==> src/rtl/k_dsp_pkg.sv <==
// Shared definitions for the K_DSP operand-decode slice: the instruction mode
// encoding, the source-index field offsets and the skid-buffer state encoding.
package k_dsp_pkg;

   // Operand routing mode, taken from instruction[1:0].
   typedef enum logic [1:0] {
      MODE_DIRECT = 2'b00,
      MODE_SWAP   = 2'b01,
      MODE_BCAST  = 2'b10,
      MODE_ZERO2  = 2'b11
   } k_mode_e;

   // LSB positions of the two source-index fields inside the instruction.
   localparam int SEL1_LSB = 2;
   localparam int SEL2_LSB = 8;

   // Occupancy of the 2-entry skid buffer.
   typedef enum logic [1:0] {
      SKID_EMPTY = 2'b00,
      SKID_ONE   = 2'b01,
      SKID_TWO   = 2'b10
   } k_skid_state_e;

   // Width of a source index: clog2(n), but never less than one bit.
   function automatic int sel_width(input int n);
      return (n <= 2) ? 1 : $clog2(n);
   endfunction

endpackage

==> src/rtl/k_skid_buf.sv <==
// Generic 2-entry valid/ready skid buffer. The head register drives the output
// directly; the tail register catches the one entry that can arrive while the
// consumer is stalled. in_ready and out_valid are decoded from the state
// register alone, so there is no combinational path from out_ready to in_ready.
//
// Handshake: a word moves on an edge where valid && ready on that side. The
// producer holds data while valid && !ready; out_data is held constant while
// out_valid && !out_ready. Entries leave strictly in arrival order.
module k_skid_buf
   import k_dsp_pkg::*;
#(
   parameter int W = 8
) (
   input  logic          clk,
   input  logic          rst_n,
   input  logic          in_valid,
   output logic          in_ready,
   input  logic [W-1:0]  in_data,
   output logic          out_valid,
   input  logic          out_ready,
   output logic [W-1:0]  out_data,
   output k_skid_state_e state
);

   logic [W-1:0]  head_q;
   logic [W-1:0]  tail_q;
   k_skid_state_e state_q;
   logic          accept;
   logic          drain;

   assign in_ready  = (state_q != SKID_TWO);
   assign out_valid = (state_q != SKID_EMPTY);
   assign out_data  = head_q;
   assign state     = state_q;

   assign accept = in_valid && in_ready;
   assign drain  = out_valid && out_ready;

   // Occupancy FSM: moves entries into head/tail and shifts tail to head on drain.
   always_ff @(posedge clk or negedge rst_n) begin
      if (!rst_n) begin
         state_q <= SKID_EMPTY;
         head_q  <= '0;
         tail_q  <= '0;
      end else begin
         case (state_q)
            SKID_EMPTY: begin
               if (accept) begin
                  head_q  <= in_data;
                  state_q <= SKID_ONE;
               end
            end
            SKID_ONE: begin
               if (accept && drain) begin
                  // Head leaves and the new entry replaces it on the same edge.
                  head_q <= in_data;
               end else if (accept) begin
                  tail_q  <= in_data;
                  state_q <= SKID_TWO;
               end else if (drain) begin
                  state_q <= SKID_EMPTY;
               end
            end
            SKID_TWO: begin
               if (drain) begin
                  head_q  <= tail_q;
                  state_q <= SKID_ONE;
               end
            end
            default: state_q <= SKID_EMPTY;
         endcase
      end
   end

endmodule

==> src/rtl/k_operand_decode.sv <==
// Operand-decode stage for the K_DSP datapath. Decodes mode and two source
// indices from the instruction, selects rs1/rs2 from the loader bus, flags
// out-of-range indices and registers the result through a 2-entry skid buffer.
// Optional feature macro: K_DECODE_STATS_EN adds saturating 16-bit transfer
// counters stat_issued and stat_illegal.
module k_operand_decode
   import k_dsp_pkg::*;
#(
   parameter int DATA_W  = 32,
   parameter int NUM_SRC = 4,
   parameter int INSTR_W = 32
) (
   input  logic                      clk,
   input  logic                      rst_n,
   input  logic                      in_valid,
   output logic                      in_ready,
   input  logic [INSTR_W-1:0]        instruction,
   input  logic [NUM_SRC*DATA_W-1:0] loader_bus,
   output logic                      out_valid,
   input  logic                      out_ready,
   output logic [DATA_W-1:0]         rs1,
   output logic [DATA_W-1:0]         rs2,
   output logic                      illegal
`ifdef K_DECODE_STATS_EN
   ,
   output logic [15:0]               stat_issued,
   output logic [15:0]               stat_illegal
`endif
);

   localparam int SEL_W = sel_width(NUM_SRC);
   localparam int PAY_W = 2 * DATA_W + 1;

   k_mode_e           mode;
   logic [SEL_W-1:0]  sel1;
   logic [SEL_W-1:0]  sel2;
   logic [DATA_W-1:0] op1;
   logic [DATA_W-1:0] op2;
   logic              bad1;
   logic              bad2;
   logic [DATA_W-1:0] dec_rs1;
   logic [DATA_W-1:0] dec_rs2;
   logic              dec_illegal;
   logic [PAY_W-1:0]  out_payload;
   k_skid_state_e     skid_state_unused;
   logic              instr_unused;

   // Only the mode and index fields are decoded; the other bits are don't-care.
   assign instr_unused = ^instruction;

   assign mode = k_mode_e'(instruction[1:0]);
   assign sel1 = instruction[SEL1_LSB +: SEL_W];
   assign sel2 = instruction[SEL2_LSB +: SEL_W];
   assign bad1 = (int'(sel1) >= NUM_SRC);
   assign bad2 = (int'(sel2) >= NUM_SRC);

   // Operand muxes: an out-of-range index matches no channel and yields zero.
   always_comb begin
      op1 = '0;
      op2 = '0;
      for (int k = 0; k < NUM_SRC; k++) begin
         if (int'(sel1) == k) op1 = loader_bus[k*DATA_W +: DATA_W];
         if (int'(sel2) == k) op2 = loader_bus[k*DATA_W +: DATA_W];
      end
   end

   // Mode routing and illegal check; only indices the mode actually uses count.
   always_comb begin
      dec_rs1     = '0;
      dec_rs2     = '0;
      dec_illegal = 1'b0;
      case (mode)
         MODE_DIRECT: begin
            dec_rs1     = op1;
            dec_rs2     = op2;
            dec_illegal = bad1 || bad2;
         end
         MODE_SWAP: begin
            dec_rs1     = op2;
            dec_rs2     = op1;
            dec_illegal = bad1 || bad2;
         end
         MODE_BCAST: begin
            dec_rs1     = op1;
            dec_rs2     = op1;
            dec_illegal = bad1;
         end
         MODE_ZERO2: begin
            dec_rs1     = op1;
            dec_rs2     = '0;
            dec_illegal = bad1;
         end
         default: begin
            dec_rs1     = '0;
            dec_rs2     = '0;
            dec_illegal = 1'b0;
         end
      endcase
      if (dec_illegal) begin
         dec_rs1 = '0;
         dec_rs2 = '0;
      end
   end

   k_skid_buf #(
      .W (PAY_W)
   ) u_skid (
      .clk       (clk),
      .rst_n     (rst_n),
      .in_valid  (in_valid),
      .in_ready  (in_ready),
      .in_data   ({dec_illegal, dec_rs2, dec_rs1}),
      .out_valid (out_valid),
      .out_ready (out_ready),
      .out_data  (out_payload),
      .state     (skid_state_unused)
   );

   assign rs1     = out_payload[DATA_W-1:0];
   assign rs2     = out_payload[2*DATA_W-1:DATA_W];
   assign illegal = out_payload[PAY_W-1];

`ifdef K_DECODE_STATS_EN
   logic xfer;
   assign xfer = out_valid && out_ready;

   // Saturating counters of output transfers and of illegal output transfers.
   always_ff @(posedge clk or negedge rst_n) begin
      if (!rst_n) begin
         stat_issued  <= '0;
         stat_illegal <= '0;
      end else if (xfer) begin
         if (stat_issued != 16'hFFFF) stat_issued <= stat_issued + 16'd1;
         if (illegal && (stat_illegal != 16'hFFFF)) stat_illegal <= stat_illegal + 16'd1;
      end
   end
`endif

endmodule

==> config.mk <==
export PLATFORM = sky130hd
export DESIGN_NAME = k_operand_decode
export DESIGN_NICKNAME = d
export VERILOG_FILES = /design/src/rtl/k_dsp_pkg.sv /design/src/rtl/k_skid_buf.sv /design/src/rtl/k_operand_decode.sv
export SDC_FILE = /design/constraint.sdc
export NUM_CORES = 1
export LEC_CHECK = 0
export ABC_AREA = 1
export CAP_MARGIN = 20
export CORE_UTILIZATION = 43
export DETAILED_ROUTE_END_ITERATION = 10
export PLACE_DENSITY = 0.73
export SYNTH_ARGS = -nofsm -noshare
export SYNTH_HDL_FRONTEND = slang
export SYNTH_SLANG_ARGS = --single-unit
==> constraint.sdc <==
create_clock -name clk -period 1.6 [get_ports clk]
set_clock_uncertainty 0.05 [all_clocks]
set_input_delay 0.32 -clock clk [delete_from_list [all_inputs] [get_ports clk]]
set_output_delay 0.32 -clock clk [all_outputs]
set_load 0.05 [all_outputs]
Word level (Yosys, flattened, before mapping) --
Index checks and enable logic that the tools add are counted.
Cells by class: equal/unequal tests 17, mux-type cells 23, bitwise logic cells 1, reduce and logical (&&, ||, !) cells 15
Operators by type and width (count):
- $mux W32 | 10
- $mux W65 | 3
- $pmux W65 S3 | 1
- $pmux W32 S3 | 1
- $pmux W32 S2 | 1
- $eq A2 B2 Y1 const B | 7
- $mux W2 | 5
- $eq A2 B1 Y1 const B | 4
- $logic_not A2 Y1 | 4
- $reduce_and A4 Y1 | 2
- $ne A2 B1 Y1 const B | 3
- $pmux W2 S3 | 1
- $ne A2 B2 Y1 const B | 2
- $reduce_or A4 Y1 | 1
- $logic_and A1 B1 Y1 | 3
- $ne A3 B1 Y1 const B | 1
- $reduce_and A3 Y1 | 1
- $reduce_bool A3 Y1 | 1
- $reduce_or A3 Y1 | 1
- $reduce_bool A2 Y1 | 1
- $reduce_or A2 Y1 | 1
- $mux W1 | 1
- $not A1 Y1 | 1
Storage, ports and cells: flip-flop bits (word level) 132, input port bits 164, output and inout port bits 67, logic and storage cells 59

Depth between registers and ports, before layout --
word-level depth 9, mapped depth 10, gate-level depth less buffers 9

Hierarchy --
From an unflattened synthesis, not the netlist that was laid out.
Second synthesis, totals: cells, all modules 1427, area total of the unflattened synthesis 8861.0 sq um
Modules (own cells, without submodules):
- k_skid_buf | instances 1, cells each 786, area an instance 6029.5 sq um, seq. area each 3303.2 sq um
- k_operand_decode | instances 1, cells each 641, area an instance 2831.5 sq um, seq. area each 0.0 sq um

Worst setup path after synthesis --
OpenSTA, ideal clock, no wires.
kind reg-to-reg, from register u_skid.state_q[1], in the netlist u_skid.state[1], to register u_skid.head_q[42], in the netlist u_skid.out_data[42], library setup time 0.118 ns, data arrival time 1.565 ns, data required time 1.432 ns, slack -0.132 ns, cell stages (with the launch flop) 7, path buffers 2, clock period less this slack 1.732 ns, cells stage by stage dfrtp_1 nand2_1 buf_2 buf_1 nand3_1 nand2_1 nand2_1
Between the ends: word-level cells in the longest chain between the ends 5, elaborated cells between the ends (all ways) 14, those cells by class eq/ne: 6; mux: 1; reduce/logical: 7
RTL lines:
- start: declaration | RTL line k_skid_buf.sv:27 | k_skid_state_e state_q;
- start signal: assignment | RTL line k_skid_buf.sv:42 | state_q <= SKID_EMPTY;
- start signal: assignment | RTL line k_skid_buf.sv:50 | state_q <= SKID_ONE;
- start signal: assignment | RTL line k_skid_buf.sv:59 | state_q <= SKID_TWO;
- $ne A2 B2 Y1 (*) | RTL line k_skid_buf.sv:31 | assign in_ready = (state_q != SKID_TWO);
- net in_ready | RTL line k_operand_decode.sv:16 | output logic in_ready,
- $logic_and A1 B1 Y1 (*) | RTL line k_skid_buf.sv:36 | assign accept = in_valid && in_ready;
- $logic_and A1 B1 Y1 | RTL line k_skid_buf.sv:54 | if (accept && drain) begin
- $ne A2 B1 Y1 (no source line)
- $reduce_and A4 Y1 (no source line) (*)
- end signal: assignment | RTL line k_skid_buf.sv:49 | head_q <= in_data;
- end signal: assignment | RTL line k_skid_buf.sv:56 | head_q <= in_data;
- end signal: assignment | RTL line k_skid_buf.sv:66 | head_q <= tail_q;
- end: declaration | RTL line k_skid_buf.sv:25 | logic [W-1:0] head_q;
The timed path passes the listed nets; every way through them passes the cells marked *. A chain may end at the register's enable or synchronous reset.

Worst setup path after layout --
from register u_skid.state_q[0], in the netlist u_skid.state[0], to output port in_ready
Between the ends: word-level cells in the longest chain between the ends 1
RTL lines (RTL line):
- $ne A2 B2 Y1 | k_skid_buf.sv:31
- end: declaration | k_operand_decode.sv:16
No other way between the ends.

==> results.sh <==
export IMPL_pin_count=231
export IMPL_yosys_top_cells_area="dfrtp_1 (39%), nand2_1 (17%), nand3_1 (16%)"
export IMPL_ir_drop_mv=1.00
export IMPL_synth_net_count=1439
export IMPL_die_width_um=141
export IMPL_dr_pass1_iters=6
export IMPL_initial_core_util=0.440
export IMPL_clock_path_buffers=2
export IMPL_status="finished with violations"
export IMPL_finalHoldViolCount=0
export IMPL_drt_iter0_markers=1205
export IMPL_dr_total_vias=10000
export IMPL_crit_arrival_ns=1.34
export IMPL_path_class="reg -> out"
export IMPL_p_per_area_nw_per_um2=1370
export IMPL_path_clk_slew_ns=0.06
export IMPL_placed_area_um2=11600
export IMPL_io_buffer_count=203
export IMPL_h_tree_depth=4
export IMPL_holdWs_ns=0.318
export IMPL_place_congestion=0.885
export IMPL_final_cell_area_um2=12900
export IMPL_crit_path_max_fanout=2
export IMPL_worst_setup_path_start_kind="flop"
export IMPL_violations="negative setup slack"
export IMPL_fin_nets=1648
export IMPL_area_growth_syn_to_layout_pct=55.2
export IMPL_cts_tree="built"
export IMPL_yosysSeqAreaShare=0.392
export IMPL_dpl_worst_slack_ns=-0.407
export IMPL_reg2regPathDepth=6
export IMPL_ys_warnings_count=0
export IMPL_clk_latency_ns=0.43
export IMPL_track_usage=0.308
export IMPL_core_um2=18800
export IMPL_combPwrFrac=0.460
export IMPL_wl_um=32500
export IMPL_timing_final_crit_share=1.07
export IMPL_rsz0062_at_grt="yes"
export IMPL_die_area_um2=19800
export IMPL_die_h_um=141
export IMPL_drc=0
export IMPL_num_rows=50
export IMPL_grt_max_degree=75
export IMPL_clock_power_share=0.228
export IMPL_grt_pass1_vias=9135
export IMPL_drt_wirelength_per_cell_um=18.5
export IMPL_dpl_hpwl_um=19600
export IMPL_p_int_uw=10700
export IMPL_slew_viol_final=0
export IMPL_p_leak_uw=0.00612
export IMPL_switchingPower_uw=6880
export IMPL_mostFrequentLayoutCells="nand2_1 (380), nand3_1 (259), nor2_1 (206), clkdlybuf4s50_1 (131), dfrtp_1 (129)"
export IMPL_setup_tns_ns=-5.34
export IMPL_antenna_found_initial=1
export IMPL_synth_area_um2=8290
export IMPL_yosysUniqueCellTypes=23
export IMPL_viasPerCell=5.72
export IMPL_power_total_uw=17600
export IMPL_setup_worst_path_end_class="output pin"
export IMPL_synth_top_cell_area_share=0.392
export IMPL_cts_sinks=130
export IMPL_overflow=0
export IMPL_min_period_ns=1.71
export IMPL_p_sw_frac=0.390
export IMPL_cts_made_buffers=17
export IMPL_grt_pass1_wl_um=47700
export IMPL_hp_class="in -> async"
export IMPL_synth_area_leader_cell="dfrtp_1"
export IMPL_clk_root_buffer_cell="clkbuf_16"
export IMPL_seq_power_share=0.311
export IMPL_setup_viol=125
export IMPL_drive_above_1_share=0.137
export IMPL_final_common_cell="nand2_1"
export IMPL_cp_data_required_time_ns=1.23
export IMPL_avgSynthCellArea_um2=6.51
export IMPL_reg2reg_setup_slack_ns=-0.11
export IMPL_synthCells=1273
export IMPL_ys_ff_latch=130
export IMPL_final_antenna_net_count=0
export IMPL_final_setup_worst_slack_ns=-0.107
export IMPL_timing_max_cap_violations=0
export IMPL_fmax_mhz=586
-- final timing paths --
kind	start	end
setup / recovery	u_skid.state[0]$_DFFE_PN0P_	in_ready
hold / removal	rst_n	u_skid.out_data[39]$_DFFE_PN0P_
setup reg to reg	u_skid.state[0]$_DFFE_PN0P_	u_skid.tail_q[56]$_DFFE_PN0P_
hold reg to reg	u_skid.out_data[19]$_DFFE_PN0P_	u_skid.out_data[19]$_DFFE_PN0P_
max in group asynchronous	rst_n	u_skid.out_data[3]$_DFFE_PN0P_
min in group clk	u_skid.out_data[19]$_DFFE_PN0P_	u_skid.out_data[19]$_DFFE_PN0P_
-- Yosys cell counts --
| cell type | number |
|---|---|
| a31oi_1 | 64 |
| buf_1 | 8 |
| buf_2 | 51 |
| buf_4 | 2 |
| clkbuf_1 | 30 |
| clkbuf_2 | 1 |
| conb_1 | 1 |
| dfrtp_1 | 130 |
| ha_1 | 2 |
| inv_1 | 42 |
| inv_2 | 4 |
| nand2_1 | 382 |
| nand3_1 | 261 |
| nand3b_1 | 14 |
| nor2_1 | 209 |
| nor2_2 | 1 |
| nor3b_1 | 1 |
| nor4_1 | 1 |
| o21ai_0 | 41 |
| o21ai_1 | 11 |
| o31ai_1 | 1 |
| or2_1 | 10 |
| or2_2 | 6 |
-- critical path: stages (launching register included) --
cell     delay, ns
dfrtp_1       0.40
inv_2         0.08
nand2_4       0.05
buf_6         0.12
buf_16        0.13
buf_12        0.14
-- flip-flops by register name, summed over array words and instances, names as in the netlist --
name             cells
u_skid.state         2
u_skid.tail_q       64
u_skid.out_data     64
-- power by group through the flow --
stage                     registers [uW]  logic (uW)  clock network, uW
after floorplan                     6850        2250                  0
after global placement              5450        7340                  0
after detailed placement            5490        7440                  0
final                               5490        8110               4020
after CTS                           5460        7630               4040
after global routing                5620        8580               4200
-- layout make-up --
| class | instances | area [um2] |
|---|---|---|
| fillers | 1490 | 5970 |
| multi-input cells | 1005 | 4520 |
| repair buffers | 282 | 3990 |
| flip-flops and latches | 130 | 3250 |
| clock buffers | 19 | 443 |
| well taps | 260 | 325 |
| inverters | 46 | 173 |
| clock inverters | 13 | 161 |
| diodes | 1 | 2.50 |
-- routing by layer --
metal / share of wire / routed length, um / GRT usage
met1: 0.39 / 12800 / 0.403
met2: 0.46 / 15000 / 0.491
met5: 0 / 0 / 0
met4: 0.040 / 1310 / 0.138
met3: 0.11 / 3420 / 0.0652
-- cell families (layout without fill, tap and decap cells) --
logic type      after synthesis  count (layout)  synth area share
compound gates              117             117            0.0806
fa+ha+maj                     2               2           0.00302
buf+inv                     138             360            0.0712
flops                       130             130             0.392
other cells                   1               2          0.000452
simple gates                885             885             0.452
-- through the flow --
step	util	std cells
floorplan	-	1273
detailed placement	0.619	1695
CTS	0.661	1736
finish	0.683	1756
global route	0.683	1756
global placement	0.619	1695
-- repair_timing --
item | in CTS | in global routing
buffers inserted | 5 | 5
cloned | 3 | 14
hold buffers | 1 | 0
gates resized for setup | 10 | 18
endpoints found under the setup margin | 9 | 122
endpoints found under the hold margin | 30 | 0
pin swaps | 1 | 4
(Power assumes the default switching activity.)
